[src/rtl/aurora_tx_arbiter.sv]
`timescale 1ns/1ps
// aurora_tx_arbiter
//
// Shares the single 32-bit Aurora 8B10B framing TX AXI-Stream port between
// two packet sources with packet-granular round-robin arbitration. Access is
// sequenced against the link state: no grant is issued until channel-up has
// stayed high for P_UP_WAIT user-clock cycles, and a packet interrupted by
// loss of channel-up is drained from its source and counted as dropped.
//
// Parameters
//   P_UP_WAIT       cycles channel-up must stay high before the first grant
//                   (0 = go straight to arbitration)
//
// Ports
//   i_user_clk      user clock from aurora_channel
//   i_rst           synchronous active-high reset
//   i_channel_up    channel-up, already synchronous to i_user_clk
//   s0_axi_tx_*     packet source 0 (tdata/tkeep/tlast/tvalid in, tready out)
//   s1_axi_tx_*     packet source 1 (tdata/tkeep/tlast/tvalid in, tready out)
//   m_axi_tx_*      to the s_axi_tx_* port of aurora_channel
//   o_grant         one-hot current owner (bit0 = s0), 00 when nobody owns
//   o_link_ready    high while arbitrating or transferring
//   o_drop_cnt      packets flushed due to link loss, saturating
module aurora_tx_arbiter #(
  parameter int P_UP_WAIT = 256
) (
  input  logic        i_user_clk,
  input  logic        i_rst,
  input  logic        i_channel_up,
  input  logic [0:31] s0_axi_tx_tdata,
  input  logic [0:3]  s0_axi_tx_tkeep,
  input  logic        s0_axi_tx_tlast,
  input  logic        s0_axi_tx_tvalid,
  output logic        s0_axi_tx_tready,
  input  logic [0:31] s1_axi_tx_tdata,
  input  logic [0:3]  s1_axi_tx_tkeep,
  input  logic        s1_axi_tx_tlast,
  input  logic        s1_axi_tx_tvalid,
  output logic        s1_axi_tx_tready,
  output logic [0:31] m_axi_tx_tdata,
  output logic [0:3]  m_axi_tx_tkeep,
  output logic        m_axi_tx_tlast,
  output logic        m_axi_tx_tvalid,
  input  logic        m_axi_tx_tready,
  output logic [1:0]  o_grant,
  output logic        o_link_ready,
  output logic [15:0] o_drop_cnt
);

  // A zero settle interval would give a zero-width counter, so keep one bit.
  localparam int CNT_W = (P_UP_WAIT > 0) ? $clog2(P_UP_WAIT + 1) : 1;
  localparam logic [CNT_W-1:0] SETTLE_LAST =
    (P_UP_WAIT > 0) ? CNT_W'(P_UP_WAIT - 1) : '0;

  typedef enum logic [2:0] {
    ST_DOWN,
    ST_SETTLE,
    ST_IDLE,
    ST_XFER,
    ST_FLUSH
  } state_t;

  state_t           state;
  logic [1:0]       grant;
  logic             rr_favour_s1;
  logic [CNT_W-1:0] settle_cnt;
  logic [15:0]      drop_cnt;

  logic        sel_tvalid;
  logic        sel_tlast;
  logic [0:31] sel_tdata;
  logic [0:3]  sel_tkeep;
  logic        last_accepted;

  assign o_grant      = grant;
  assign o_link_ready = (state == ST_IDLE) || (state == ST_XFER);
  assign o_drop_cnt   = drop_cnt;

  // Selected source view. Valid/last are masked by the one-hot grant so they
  // read 0 when nobody owns the port.
  always_comb begin
    sel_tvalid = (grant[0] & s0_axi_tx_tvalid) | (grant[1] & s1_axi_tx_tvalid);
    sel_tlast  = (grant[0] & s0_axi_tx_tlast)  | (grant[1] & s1_axi_tx_tlast);
    sel_tdata  = grant[1] ? s1_axi_tx_tdata : s0_axi_tx_tdata;
    sel_tkeep  = grant[1] ? s1_axi_tx_tkeep : s0_axi_tx_tkeep;
  end

  assign last_accepted = (state == ST_XFER) && sel_tvalid && sel_tlast && m_axi_tx_tready;

  // Zero-latency passthrough in XFER; in FLUSH the owner is drained with
  // tready held high while nothing reaches the link.
  always_comb begin
    m_axi_tx_tvalid  = 1'b0;
    m_axi_tx_tdata   = '0;
    m_axi_tx_tkeep   = '0;
    m_axi_tx_tlast   = 1'b0;
    s0_axi_tx_tready = 1'b0;
    s1_axi_tx_tready = 1'b0;
    case (state)
      ST_XFER: begin
        if (grant != 2'b00) begin
          m_axi_tx_tvalid  = sel_tvalid;
          m_axi_tx_tdata   = sel_tdata;
          m_axi_tx_tkeep   = sel_tkeep;
          m_axi_tx_tlast   = sel_tlast;
          s0_axi_tx_tready = grant[0] & m_axi_tx_tready;
          s1_axi_tx_tready = grant[1] & m_axi_tx_tready;
        end
      end
      ST_FLUSH: begin
        s0_axi_tx_tready = grant[0];
        s1_axi_tx_tready = grant[1];
      end
      default: ;
    endcase
  end

  // Link sequencing and arbitration. The grant is only ever set in IDLE and
  // only cleared on a tlast, so a packet is never split between owners.
  always_ff @(posedge i_user_clk) begin
    if (i_rst) begin
      state        <= ST_DOWN;
      grant        <= 2'b00;
      rr_favour_s1 <= 1'b0;
      settle_cnt   <= '0;
      drop_cnt     <= '0;
    end else begin
      case (state)
        ST_DOWN: begin
          if (i_channel_up) begin
            settle_cnt <= '0;
            state      <= (P_UP_WAIT == 0) ? ST_IDLE : ST_SETTLE;
          end
        end
        ST_SETTLE: begin
          settle_cnt <= settle_cnt + CNT_W'(1);
          if (!i_channel_up) begin
            state <= ST_DOWN;
          end else if (settle_cnt == SETTLE_LAST) begin
            state <= ST_IDLE;
          end
        end
        ST_IDLE: begin
          if (!i_channel_up) begin
            state <= ST_DOWN;
          end else if (s0_axi_tx_tvalid && s1_axi_tx_tvalid) begin
            grant <= rr_favour_s1 ? 2'b10 : 2'b01;
            state <= ST_XFER;
          end else if (s0_axi_tx_tvalid) begin
            grant <= 2'b01;
            state <= ST_XFER;
          end else if (s1_axi_tx_tvalid) begin
            grant <= 2'b10;
            state <= ST_XFER;
          end
        end
        ST_XFER: begin
          // A tlast accepted in the same cycle the link drops still counts
          // as a completed packet, so nothing needs flushing.
          if (last_accepted) begin
            rr_favour_s1 <= grant[0];
            grant        <= 2'b00;
            state        <= i_channel_up ? ST_IDLE : ST_DOWN;
          end else if (!i_channel_up) begin
            state <= ST_FLUSH;
          end
        end
        ST_FLUSH: begin
          if (sel_tvalid && sel_tlast) begin
            if (drop_cnt != 16'hFFFF) begin
              drop_cnt <= drop_cnt + 16'd1;
            end
            grant <= 2'b00;
            state <= ST_DOWN;
          end
        end
        default: begin
          grant <= 2'b00;
          state <= ST_DOWN;
        end
      endcase
    end
  end

endmodule

[config.mk]
export PLATFORM = sky130hd
export DESIGN_NAME = aurora_tx_arbiter
export DESIGN_NICKNAME = d
export VERILOG_FILES = /design/src/rtl/aurora_tx_arbiter.sv
export SDC_FILE = /design/constraint.sdc
export NUM_CORES = 1
export LEC_CHECK = 0
export BUFFER_PORTS_ARGS = -buffer_cell sky130_fd_sc_hd__buf_2
export CELL_PAD_IN_SITES_DETAIL_PLACEMENT = 0
export CELL_PAD_IN_SITES_GLOBAL_PLACEMENT = 1
export CORE_MARGIN = 1.5
export CORE_UTILIZATION = 26
export DETAILED_ROUTE_END_ITERATION = 16
export PLACE_DENSITY_LB_ADDON = 0.1
export SYNTH_ARGS = -nofsm -noshare
export SYNTH_HDL_FRONTEND = slang
export SYNTH_SLANG_ARGS = --single-unit
[constraint.sdc]
create_clock -name i_user_clk -period 1.9 [get_ports i_user_clk]
set_clock_uncertainty 0.2 [all_clocks]
set_input_delay 0.19 -clock i_user_clk [delete_from_list [all_inputs] [get_ports i_user_clk]]
set_output_delay 0.19 -clock i_user_clk [all_outputs]
set_load 0.005 [all_outputs]
# Word-level counts from Yosys, hierarchy flattened

Cells that the tools add are included.

Input port bits: 80
Bits in read-only memories: 0
Register bits after elaboration: 31
Word-level logic and storage cells: 81
Memories kept: 0
Memory bits (writable): 0
Latch bits: 0
Output and inout port bits: 59

Add/subtract/negate cells: 2
Reductions and logical operators: 15
Bitwise logic cells: 9
Divide/modulo/power cells: 0
Eq/ne operators: 14
Shift operators: 0
Mux-type cells: 36
Multiply operators: 0
Order comparisons: 0

Operator list:

| operator                                       | number |
|---|---|
| 2-to-1 mux 32 bit                              | 3 |
| 2-to-1 mux 3 bit                               | 10 |
| case mux 9 bit (2 select lines)                | 1 |
| adder 16 x 1 -> 16 bit (second input constant) | 1 |
| 2-to-1 mux 2 bit                               | 8 |
| != test 16 bit (second input constant)         | 1 |
| case mux 3 bit (5 select lines)                | 1 |
| 2-to-1 mux 4 bit                               | 3 |
| AND reduction 5 bit                            | 2 |
| adder 9 x 1 -> 9 bit (second input constant)   | 1 |
| == test 9 x 8 -> 1 bit (second input constant) | 1 |
| 2-to-1 mux 9 bit                               | 1 |
| != test 2 bit (second input constant)          | 4 |
| case mux 2 bit (4 select lines)                | 1 |
| AND 1 bit                                      | 6 |
| == test 3 x 2 -> 1 bit (second input constant) | 2 |
| 2-to-1 mux 1 bit                               | 6 |
| != test 3 bit (second input constant)          | 2 |
| logical AND 1 bit                              | 5 |
| != test 5 x 4 -> 1 bit (second input constant) | 1 |
| != test 4 x 3 -> 1 bit (second input constant) | 1 |
| case mux 1 bit (2 select lines)                | 2 |
| AND reduction 2 bit                            | 2 |
| nonzero test 2 bit                             | 2 |
| 8 further kinds                                | 9 |

# Depth between registers and ports, before layout

Word-level depth: 7
Depth in mapped cells: 8
Depth with buffers taken out: 8

# Worst setup path before layout

No wires, ideal clock.

Path kind: register to register
From: register drop_cnt[0] (netlist: o_drop_cnt[0])
To: register drop_cnt[1] (netlist: o_drop_cnt[1])
Path slack: -0.103 ns
Arrival: 1.683 ns
Required time: 1.580 ns
Path buffers: 1
Setup time: 0.120 ns
Clock period less this slack: 2.003 ns
Stages on the path, launching flop included: 7
Cell sequence: dfxtp_1 ha_1 nand4_1 nor4_1 buf_2 nor2_1 mux2i_1

Longest elaborated chain between the ends: 2
Elaborated cells between the ends (all ways): 3
Those cells by class: add/sub (1); eq/ne (1); reduce/logical (1)

RTL lines:

| what                                                           | RTL line | RTL |
|---|---|---|
| from (decl)                                                    | 67       | `logic [15:0] drop_cnt;` |
| from (signal assigned)                                         | 171      | `drop_cnt <= drop_cnt + 16'd1;` |
| branches (longest 2 deep; another with adder 16 x 1 -> 16 bit) | --       |  |

Several ways; the timed one is not identified.
A chain may end at the register's enable or synchronous reset.

# Worst setup path in the final report

From: register state[1]
To: output m_axi_tx_tkeep[2] (netlist bit)

Longest elaborated chain between the ends: 2

RTL lines:

| what                   | RTL line | RTL |
|---|---|---|
| from (decl)            | 63       | `state_t state;` |
| from (signal assigned) | 132      | `state <= (P_UP_WAIT == 0) ? ST_IDLE : ST_SETTLE;` |
| from (signal assigned) | 163      | `state <= i_channel_up ? ST_IDLE : ST_DOWN;` |
| == test 3 x 2 -> 1 bit | 99       | `case (state)` |
| 2-to-1 mux 4 bit       | 99       |  |
| to (decl)              | 41       | `output logic [0:3] m_axi_tx_tkeep,` |

No other way between the ends.

==> flow_summary.ini <==
[run_status]
run_status = finished, violations left
violated_checks = negative setup slack

[synth]
synth_fp_nets = 382
async_flop_share = 0
postSynthAreaPerCell_sq_um = 7.53
synthesis.yosys.warnings = 0
post-synth-top-count-cell = sky130_fd_sc_hd__nor2_1
post_synth_inst_count = 299
synth_area_leaders = sky130_fd_sc_hd__dfxtp_1 28%, sky130_fd_sc_hd__mux2i_1 17%, sky130_fd_sc_hd__nor2_1 11%, sky130_fd_sc_hd__a21oi_1 4.4%, sky130_fd_sc_hd__o21ai_0 2.7%
post_synth_instance_area_sq_mm = 0.00225
synth.yosys.seq_area_share = 0.276
synth_edf_count = 0
synth.distinct_cells = 47
register_bit_total_from_synthesis = 31
netlist.top_cell.by_area = sky130_fd_sc_hd__dfxtp_1
postSynth.topFlopCell = sky130_fd_sc_hd__dfxtp_1
synth_top_area_frac = 0.276
synth.top_cells.by_count = 64 x sky130_fd_sc_hd__nor2_1, 38 x sky130_fd_sc_hd__mux2i_1, 31 x sky130_fd_sc_hd__dfxtp_1

[sta]
setup_repair_after_global_routing_missed_its_margin = yes
timing.final.hold_violations = 0
setup_viol = 43
worst_slew_pin_slew_ns = 0.416
timing.final.max_slew_violations = 0
post-route-min-period_ns = 2.01
fmax_ghz = 0.499
postLayoutSetupSlackWorst_ns = -0.105
relSlewSlack = 0.722
layout_worst_path_cycle_share = 1.06

[route]
drt_drc_violations_left = 0
routed_wl_um = 8880
drt_first_pass_iters = 4
drt-wirelength-per-cell_um = 14.6
route.detailed.vias_per_inst = 4.90
route.vias.total = 2967
antenna_violating_nets_post_route = 0
initialDrtViolationCount = 140

[cells_and_area]
layout.area.seq_sq_um = 644
multiInputGateArea_sq_mm = 0.00184
synthToLayoutAreaGrowth_pct = 83.7
layout.filler_cells = 810
nets = 583
layout-drive-gt1-share = 0.567
antenna_cells_inserted = 0
final_non_filler_cell_total = 606

[cts]
max-clock-path-buffers = 2
clk_transition_reported_paths_ns = 0.07
cts_tree = built
htree_num_levels = 2
cts_hold_buffers = 0
cts_buf_count = 5
cts.sink_count = 31
master_cell_of_the_clock_root_buffer = sky130_fd_sc_hd__clkbuf_8
worst_skew_pair_later_pin_latency_ns = 0.28

[critical_path]
cp_common_cell = sky130_fd_sc_hd__buf_6
worst_path_max_delay_cell = sky130_fd_sc_hd__dfxtp_4
path_delay_family = buffers and inverters
path_cells = buf_6 -> inv_4 -> nor3_4 -> buf_6 -> o21ai_4 -> clkbuf_16 -> nor2_4 -> buf_2
setup.worst_path.class = reg -> out
critPathCaptureType = primary output
cp.arrival_ns = 1.62
critPathBufInv = 5
worst_ep_required_time_ns = 1.51
worst-path-max-fanout = 7
critPathLaunchType = flip-flop
cpPeakStageDelay_ns = 0.36

[global_route]
global_route_wire_length_before_repair_um = 12700
first_global_vias = 2651
grt_start_max_net_pins = 36
track_usage = 0.178
antenna_found_initial = 0
grt.overflow.total = 0

[power]
p_total_mw = 1.39
power.density_mw_per_mm2 = 336
ir_drop_uv = 199
cellLeakagePower_nw = 1.79

[place]
hpwlAfterDp_um = 6140
place.detailed.instances = 570
place.gp.congestion = 0.771
portBuffers = 138

[floorplan]
floorplan.initialDensity = 0.271
top_level_ports = 139
design.core.area_sq_mm = 0.00830
row_count = 33
die_height_um = 96.1
full_die_area_sq_mm = 0.00923
die_w_um = 96.1

[min_path]
holdCritPathClass = in -> reg

[run]
drv_cap = 0
## state kept, by name, indices dropped and copies added (netlist names)
| name | flops |
|---|---|
| o_grant | 2 |
| o_drop_cnt | 16 |
| rr_favour_s1 | 1 |
| state | 3 |
| settle_cnt | 9 |
## layer usage
metal  global-route usage  vias up  wire (um)
met1                0.217     1366       3540
li1                     -     1490          -
met4               0.0576        0        155
met5                    0        -          0
met2                0.306      100       4560
met3               0.0434       11        622
## final cells by class
type / count / share of cell area
Sequential cell: 31 / 0.156
Multi-Input combinational cell: 243 / 0.445
Tap cell: 105 / 0.0318
Timing Repair Buffer: 211 / 0.340
Clock buffer: 7 / 0.0184
Inverter: 8 / 0.00786
Clock inverter: 1 / 0.00121
## cells by family after synthesis
family	count (synthesis)	share of synthesized area
simple gates	136	0.299
compound gates	62	0.174
mux	42	0.189
flops	31	0.276
buf+inv	25	0.0456
fa+ha+maj	3	0.0167
## repair_timing
item / in CTS / in global routing
endpoints found under the setup margin: 42 / 59
setup buffers: 3 / 19
endpoints found under the hold margin: 0 / 0
gates cloned: 2 / 5
pin swaps: 6 / 49
resized for setup: 15 / 98
## worst register-to-register path, cell delays in order, from the launching register on
cell and delay, ns:
sky130_fd_sc_hd__dfxtp_4 0.36, sky130_fd_sc_hd__buf_6 0.12, sky130_fd_sc_hd__nor3b_4 0.26, sky130_fd_sc_hd__nand4_1 0.18
sky130_fd_sc_hd__a21o_4 0.25, sky130_fd_sc_hd__buf_6 0.12, sky130_fd_sc_hd__or3_1 0.31, sky130_fd_sc_hd__a21oi_2 0.12
## cells in the final DEF (no fill, tap or decap), types with 6 or more instances in the layout
cell	n
sky130_fd_sc_hd__dfxtp_1	22
sky130_fd_sc_hd__nor2_2	6
sky130_fd_sc_hd__buf_6	14
sky130_fd_sc_hd__mux2i_1	38
sky130_fd_sc_hd__nand3_1	10
sky130_fd_sc_hd__nor2_1	36
sky130_fd_sc_hd__inv_1	6
sky130_fd_sc_hd__nand2_1	16
sky130_fd_sc_hd__buf_4	55
sky130_fd_sc_hd__buf_2	135
sky130_fd_sc_hd__o21ai_0	12
sky130_fd_sc_hd__a21oi_1	16
sky130_fd_sc_hd__nor2_4	22
## final timing paths
| check | from | slack, ns | to | depth (start not counted) |
|---|---|---|---|---|
| hold / removal | i_channel_up | 0.03 | state[1]$_SDFFE_PP0P_ | 2 |
| hold reg to reg | rr_favour_s1$_SDFFE_PP0P_ | 0.29 | rr_favour_s1$_SDFFE_PP0P_ | 2 |
| setup / recovery | state[1]$_SDFFE_PP0P_ | -0.11 | m_axi_tx_tkeep[2] | 8 |
| setup reg to reg | state[1]$_SDFFE_PP0P_ | -0.07 | o_drop_cnt[11]$_SDFFE_PP0P_ | 7 |
## report_power, final
part           switching [mW]  internal (mW)
clock                   0.248          0.257
sequential            0.00637          0.649
combinational           0.111          0.121
## stage by stage
stage | cell area, sq um | hold WS, ns | worst slack, ns | util | TNS [ns]
6_report | 4140 | 0.0293 | -0.105 | 0.499 | -3.42
5_1_grt | 4140 | 0.0287 | -0.187 | 0.499 | -7.28
4_1_cts | 3570 | 0.0185 | -0.0765 | 0.430 | -2.57
3_5_place_dp | 3360 | 0.268 | -0.0508 | 0.405 | -0.102
3_3_place_gp | 3360 | 0.266 | 0.00606 | 0.405 | 0
2_1_floorplan | 2270 | 0.136 | 0.00731 | - | 0
No activity file was read; power rests on OpenSTA's default activity.
